--- src/rtl/soft_rst_gen.sv ---
// rtl/soft_rst_gen.sv - key-protected soft reset pulse generator for IO_CRM (option: SRST_TWO_KEY_EN)
// Without SRST_TWO_KEY_EN a single KEY_B write triggers the pulse and ARMED is unreachable.
module soft_rst_gen #(
  parameter logic [31:0] KEY_A     = 32'hA5A5_5A5A,
  parameter logic [31:0] KEY_B     = 32'h5A5A_A5A5,
  parameter logic [15:0] PULSE_W   = 16'd16,
  parameter logic [15:0] UNLOCK_TO = 16'd1000,
  parameter logic [15:0] HOLDOFF   = 16'd256
) (
  input  logic        clk_125m,
  input  logic        rst_125m,
  input  logic        reg_wr_en,
  input  logic [31:0] reg_wr_data,
  output logic        soft_rst,
  output logic        srst_busy,
  output logic [1:0]  srst_state,
  output logic        key_err,
  output logic [7:0]  key_err_cnt
);

  typedef enum logic [1:0] {
    S_IDLE  = 2'd0,
    S_ARMED = 2'd1,
    S_PULSE = 2'd2,
    S_HOLD  = 2'd3
  } state_t;

  state_t      state_q, state_d;
  logic [15:0] timer_q, timer_d;
  logic        soft_rst_q, soft_rst_d;
  logic        busy_q, busy_d;
  logic        key_err_q, key_err_d;
  logic [7:0]  err_cnt_q, err_cnt_d;

`ifndef SRST_TWO_KEY_EN
  logic unused_cfg;
  assign unused_cfg = ^{KEY_A, UNLOCK_TO};
`endif

  always_comb begin
    state_d   = state_q;
    key_err_d = 1'b0;
    case (state_q)
      S_IDLE: begin
        if (reg_wr_en) begin
`ifdef SRST_TWO_KEY_EN
          if (reg_wr_data == KEY_A) state_d = S_ARMED;
`else
          if (reg_wr_data == KEY_B) state_d = S_PULSE;
`endif
          else key_err_d = 1'b1;
        end
      end
`ifdef SRST_TWO_KEY_EN
      S_ARMED: begin
        // A write in the timeout cycle still decides the outcome.
        if (reg_wr_en) begin
          if (reg_wr_data == KEY_B) begin
            state_d = S_PULSE;
          end else begin
            state_d   = S_IDLE;
            key_err_d = 1'b1;
          end
        end else if (timer_q == UNLOCK_TO - 16'd1) begin
          state_d = S_IDLE;
        end
      end
`endif
      S_PULSE: if (timer_q == PULSE_W - 16'd1) state_d = S_HOLD;
      S_HOLD:  if (timer_q == HOLDOFF - 16'd1) state_d = S_IDLE;
      default: state_d = S_IDLE;
    endcase

    timer_d    = (state_d != state_q || state_d == S_IDLE) ? 16'd0 : timer_q + 16'd1;
    // Outputs follow the next state so they line up with the state register.
    soft_rst_d = (state_d != S_PULSE);
    busy_d     = (state_d != S_IDLE);
    err_cnt_d  = (key_err_d && err_cnt_q != 8'hFF) ? err_cnt_q + 8'd1 : err_cnt_q;
  end

  always_ff @(posedge clk_125m or posedge rst_125m) begin
    if (rst_125m) begin
      state_q    <= S_IDLE;
      timer_q    <= 16'd0;
      soft_rst_q <= 1'b1;
      busy_q     <= 1'b0;
      key_err_q  <= 1'b0;
      err_cnt_q  <= 8'd0;
    end else begin
      state_q    <= state_d;
      timer_q    <= timer_d;
      soft_rst_q <= soft_rst_d;
      busy_q     <= busy_d;
      key_err_q  <= key_err_d;
      err_cnt_q  <= err_cnt_d;
    end
  end

  assign soft_rst    = soft_rst_q;
  assign srst_busy   = busy_q;
  assign srst_state  = state_q;
  assign key_err     = key_err_q;
  assign key_err_cnt = err_cnt_q;

endmodule

--- config.mk ---
export PLATFORM = sky130hd
export DESIGN_NAME = soft_rst_gen
export DESIGN_NICKNAME = d
export VERILOG_FILES = /design/src/rtl/soft_rst_gen.sv
export SDC_FILE = /design/constraint.sdc
export NUM_CORES = 1
export LEC_CHECK = 0
export BUFFER_PORTS_ARGS = -buffer_cell sky130_fd_sc_hd__buf_2
export CAP_MARGIN = 0
export CORE_MARGIN = 4
export CORE_UTILIZATION = 25
export DETAILED_ROUTE_END_ITERATION = 7
export HOLD_SLACK_MARGIN = 0.1
export PLACE_DENSITY = 0.53
export SYNTH_ARGS = -nofsm -noshare
export SYNTH_HDL_FRONTEND = slang
export SYNTH_SLANG_ARGS = --single-unit
--- constraint.sdc ---
create_clock -name clk_125m -period 1.8 [get_ports clk_125m]
set_clock_uncertainty 0.1 [all_clocks]
set_input_delay 0.18 -clock clk_125m [delete_from_list [all_inputs] [get_ports clk_125m]]
set_output_delay 0.18 -clock clk_125m [all_outputs]
set_load 0.05 [all_outputs]
[Word level (Yosys, flattened, before mapping)]
Cells that the tools add are included.
Storage, ports and cells
  flip-flop bits (word level): 29
  bits in latches: 0
  RAM bits: 0
  ROM bits: 0
  bits of input ports: 35
  output and inout port bits: 13
  word-level logic and storage cells: 30
  memories: 0
Operators by class
  add/subtract/negate cells: 2
  $mul: 0
  divide/modulo/power cells: 0
  order comparisons: 0
  equality and inequality tests: 8
  shift operators: 0
  mux-type cells: 9
  bitwise gates (word level): 0
  reduce and logical (&&, ||, !) cells: 5
Operator list (number)
  equality test 32 x 31 -> 1 bit (second input constant): 1
  adder 16 x 1 -> 16 bit (second input constant): 1
  equality test 16 x 4 -> 1 bit (second input constant): 1
  equality test 16 x 8 -> 1 bit (second input constant): 1
  2-to-1 mux 16 bit: 1
  adder 8 x 1 -> 8 bit (second input constant): 1
  2-to-1 mux 2 bit: 4
  != test 8 bit (second input constant): 1
  one-hot mux 2 bit (3 select lines): 1
  equality test 2 bit (second input constant): 2
  zero test 2 bit: 2
  2-to-1 mux 1 bit: 3
  != test 2 bit: 1
  != test 2 bit (second input constant): 1
  nonzero test 2 bit: 1
  logical AND 1 bit: 1
  logical OR 1 bit: 1

[Depth between registers and ports, before layout]
  depth in word-level cells: 7
  depth in mapped cells: 9
  depth with buffers taken out: 6

[Least setup slack after synthesis]
No wires, ideal clock.
  path kind: reg2reg
  start point: register err_cnt_q[0] (netlist: key_err_cnt[0])
  end point: register err_cnt_q[1] (netlist: key_err_cnt[1])
  setup time: 125 ps
  arrival: 1859 ps
  required time: 1575 ps
  slack: -284 ps
  stages on the path, launching flop included: 7
  buffers on the path: 0
  clock period less this slack: 2084 ps
  cells stage by stage: dfrtp_1 > ha_1 > nand3_1 > nor2_1 > nand3_1 > nand3_1 > mux2_2
On the way
  longest elaborated chain between the ends: 2
  elaborated cells between the ends (all ways): 3
  classes of those cells: add/sub (1); eq/ne (1); reduce/logical (1)
Ends and longest elaborated chain
  from (decl): line 33  | logic [7:0] err_cnt_q, err_cnt_d;
  from (signal assigned): line 95  | err_cnt_q <= err_cnt_d;
  parallel branches: the longest is 2 deep, another holds adder 8 x 1 -> 8 bit
Several ways; the timed one is not identified.
A chain may end at the register's enable or synchronous reset.

[Final worst setup path]
  start point: register timer_q[4]
  end point: register timer_q[2]
On the way
  longest elaborated chain between the ends: 6
  elaborated cells between the ends (all ways): 9
  classes of those cells: eq/ne (3); mux (4); reduce/logical (2)
Ends and longest elaborated chain
  from (decl): line 29  | logic [15:0] timer_q, timer_d;
  from (signal assigned): line 91  | timer_q <= timer_d;
  equality test 16 x 8 -> 1 bit / equality test 16 x 4 -> 1 bit (equally long branches): line 70, 69
  2-to-1 mux 2 bit (on tied branches): line 70, 69
  one-hot mux 2 bit (3 select lines) (*): line 43  | case (state_q)
  != test 2 bit / zero test 2 bit (equally long branches): line 74  | timer_d = (state_d != state_q || state_d == S_IDLE) ? 16'd0 : timer_q + 16'd1;
  logical OR 1 bit (*): line 74
  2-to-1 mux 16 bit (*): line 74
  via timer_d[2]: line 29
Mark *: on every way through the listed nets, which the timed path passes. The rest lies on a longest branch.

==> metrics.txt <==
CTS Root Cell clkbuf_8; Met1 Routed Length 1442 um; CTS clk-pin slew, worst paths roughly 60 ps; GRT overflow 0; WHS Path Cells 4; Arrival @ worst endpoint 1770 ps; Placer Congestion between 0.7 and 0.8; final setup fails 0; Yosys cell types 34; die area 7425 um^2; Gate Count Post-Synth 145; R2R Setup Slk roughly 98 ps; drc violations 0; flip-flop and latch count after synthesis 29; outcome complete, no violations; Slew Limit Fails 0; Total GRT Usage 10.04%; FP Rows 28; Post-synth EDFFs 0; initial antenna violation count 0; register area share after synthesis approximately 48%; largest net degree at the start of global routing 30; DRT Wirelength 3450 um; CTS tree yes; met2 routed WL 1595 um; Power Total 1.319 mW; Leak a little over 1 nW; DR vias 1290; Post-synth ARST share 100.0%; antenna-violating nets left 0; final core occ a little over a third; # fillers slightly below 600; drt pass-1 iters 4; worst r2r path cells 6; Max Used Layer met4; Detail Placement HPWL between 2000 and 3000 um; Peak VDD IR 0.2562 mV; Setup CP Type reg -> reg; total CTS buffers 5; Core Footprint 5921 um^2; RSZ-0062 raised after global routing false; syn nets 182; Die H 86.17 um; area grow syn2layout 37.51%; Fmax achieved 587.4 MHz; Antenna Cells 0; Netlist Area Pre-Place 1528 um^2; Synth Flop Type dfrtp_1; Port Buf Inserts 47; Worst Tran Pin Value 372.3 ps; I/O Pins between 40 and 50; maximum root-to-sink buffer count 2; Critical Path Source Type flip-flop; CP Capture Type flip-flop; max capacitance violation total 0; Sink Count 29; nets 248; Synth Area per Inst 10.54 um^2; layout cells sized above 1 42.92%; Period Utilization, post-route between 90% and 100%; met3 routed WL approximately 330 um; Avg WL per Cell 12.02 um; die width 86.17 um; Fin. Hold Viols 0; first-pass GRT wire length a little under 6000 um; Hold Crit Class in -> reg; drt via density 4.495; H-Tree Depth 2; crit-path max FO 8; P per Cell Area 628.0 nW/um^2; Final Critical Period 1702 ps; Max-slew headroom between 70 and 80%; Skew-Pair Late Insertion Delay 280 ps; vias in the first global route approximately 1.3k; number of warning messages in the yosys log 0; initial core utilization 25.80%; Critical Path RT around 1900 ps; Initial DRC Count 30
==> cell usage in the layout, fill, tap and decap left out, types with 8 or more instances in the layout <==
cell and count:
buf_2 47, dfrtp_1 24, nor2_1 17, buf_4 14, xor2_1 13, nand3_1 9, nand4_1 9, nor4bb_1 8
nand2_1 8
==> metrics by stage <==
step / area (um^2) / hold slack (ps) / setup WS (ps) / std cells / TNS, ps
2_1_floorplan: 1548 / 157.1 / -20.16 / 145 / -20.16
3_3_place_gp: 1932 / 173.8 / 49.47 / 277 / 0
3_5_place_dp: 1932 / 178.8 / 40.55 / 277 / 0
4_1_cts: 2043 / 121.3 / 18.14 / 286 / 0
5_1_grt: 2101 / 163.2 / 2.309 / 287 / 0
6_report: 2101 / 128.0 / 97.61 / 287 / 0
==> synth_stat cells (2+ instances only) <==
master	n	share of area [%]
nand2_1	8	2.0
inv_1	4	0.98
nor2_2	3	1.2
xnor2_1	7	4.0
and3_1	2	0.82
nand4_1	9	3.7
xor2_1	13	7.5
ha_1	2	1.6
nor2_1	18	4.4
nand2b_1	3	1.2
nand3_1	9	2.9
a31oi_1	2	0.82
and4_1	2	1.1
nor4bb_1	8	5.2
dfrtp_1	28	46
nor3_1	4	1.3
nor4_2	2	1.6
o21ai_0	4	1.3
buf_6	2	1.5
==> critical path: stages (launching register included) <==
cell	delay [ps]
dfrtp_1	450
nor4_2	350
nand4_1	170
nand2b_2	230
nand2b_4	70
buf_4	150
nor2_1	60
==> final cells by class <==
class	count	area (um^2)	area share [%]
well taps	75	93.84	4.467
multi-input cells	109	808.3	38.48
clock buffers	7	96.34	4.586
repair buffers	62	350.3	16.68
inverters	4	15.01	0.7147
clock inverters	1	5.005	0.2382
flip-flops and latches	29	732.0	34.84
==> state kept, by name, summed over array words and instances, names as in the netlist <==
| register | flops |
|---|---|
| srst_state | 2 |
| timer_q | 16 |
| key_err_cnt | 8 |
| key_err | 1 |
| soft_rst | 1 |
| srst_busy | 1 |
==> layer usage <==
| metal | track usage, % | vias to the layer above |
|---|---|---|
| li1 | - | 642 |
| met1 | 11.07 | 590 |
| met2 | 16.33 | 52 |
| met3 | 4.563 | 6 |
| met4 | 5.099 | 0 |
| met5 | 0 | - |
==> report_power, final <==
group | total (mW) | internal, mW | switching [mW]
Combinational | 0.0640 | 0.0366 | 0.0274
Sequential | 0.655 | 0.653 | 0.00169
Clock | 0.600 | 0.345 | 0.255
==> kinds of logic (layout without fill, tap and decap cells) <==
logic type | after synthesis | after routing | share of synthesized area [%]
AND/OR/NAND/NOR | 77 | 77 | 30.39
flip-flops | 29 | 29 | 47.58
XOR/XNOR | 20 | 20 | 11.47
AO/OA/AOI/OAI | 9 | 9 | 4.422
buffers and inverters | 7 | 74 | 3.767
adder cells (fa/ha/maj) | 2 | 2 | 1.638
multiplexers | 1 | 1 | 0.7370
==> timing repair <==
action,in CTS,in global routing
hold buffers,1,0
buffers inserted,0,1
hold endpoints to repair,28,0
setup endpoints to repair,0,18
gates resized for setup,0,8
==> path summary, 6_finish.rpt <==
| kind | startpoint | endpoint |
|---|---|---|
| worst min register to register | key_err_cnt[2] | key_err_cnt[2] |
| worst max register to register | timer_q[4] | timer_q[2] |
| worst min-delay path | reg_wr_en | soft_rst |
| min in group asynchronous | rst_125m | key_err_cnt[5] |
| max in group asynchronous | rst_125m | soft_rst |
| worst max-delay path | timer_q[4] | timer_q[2] |
No activity file was read; power rests on OpenSTA's default activity.
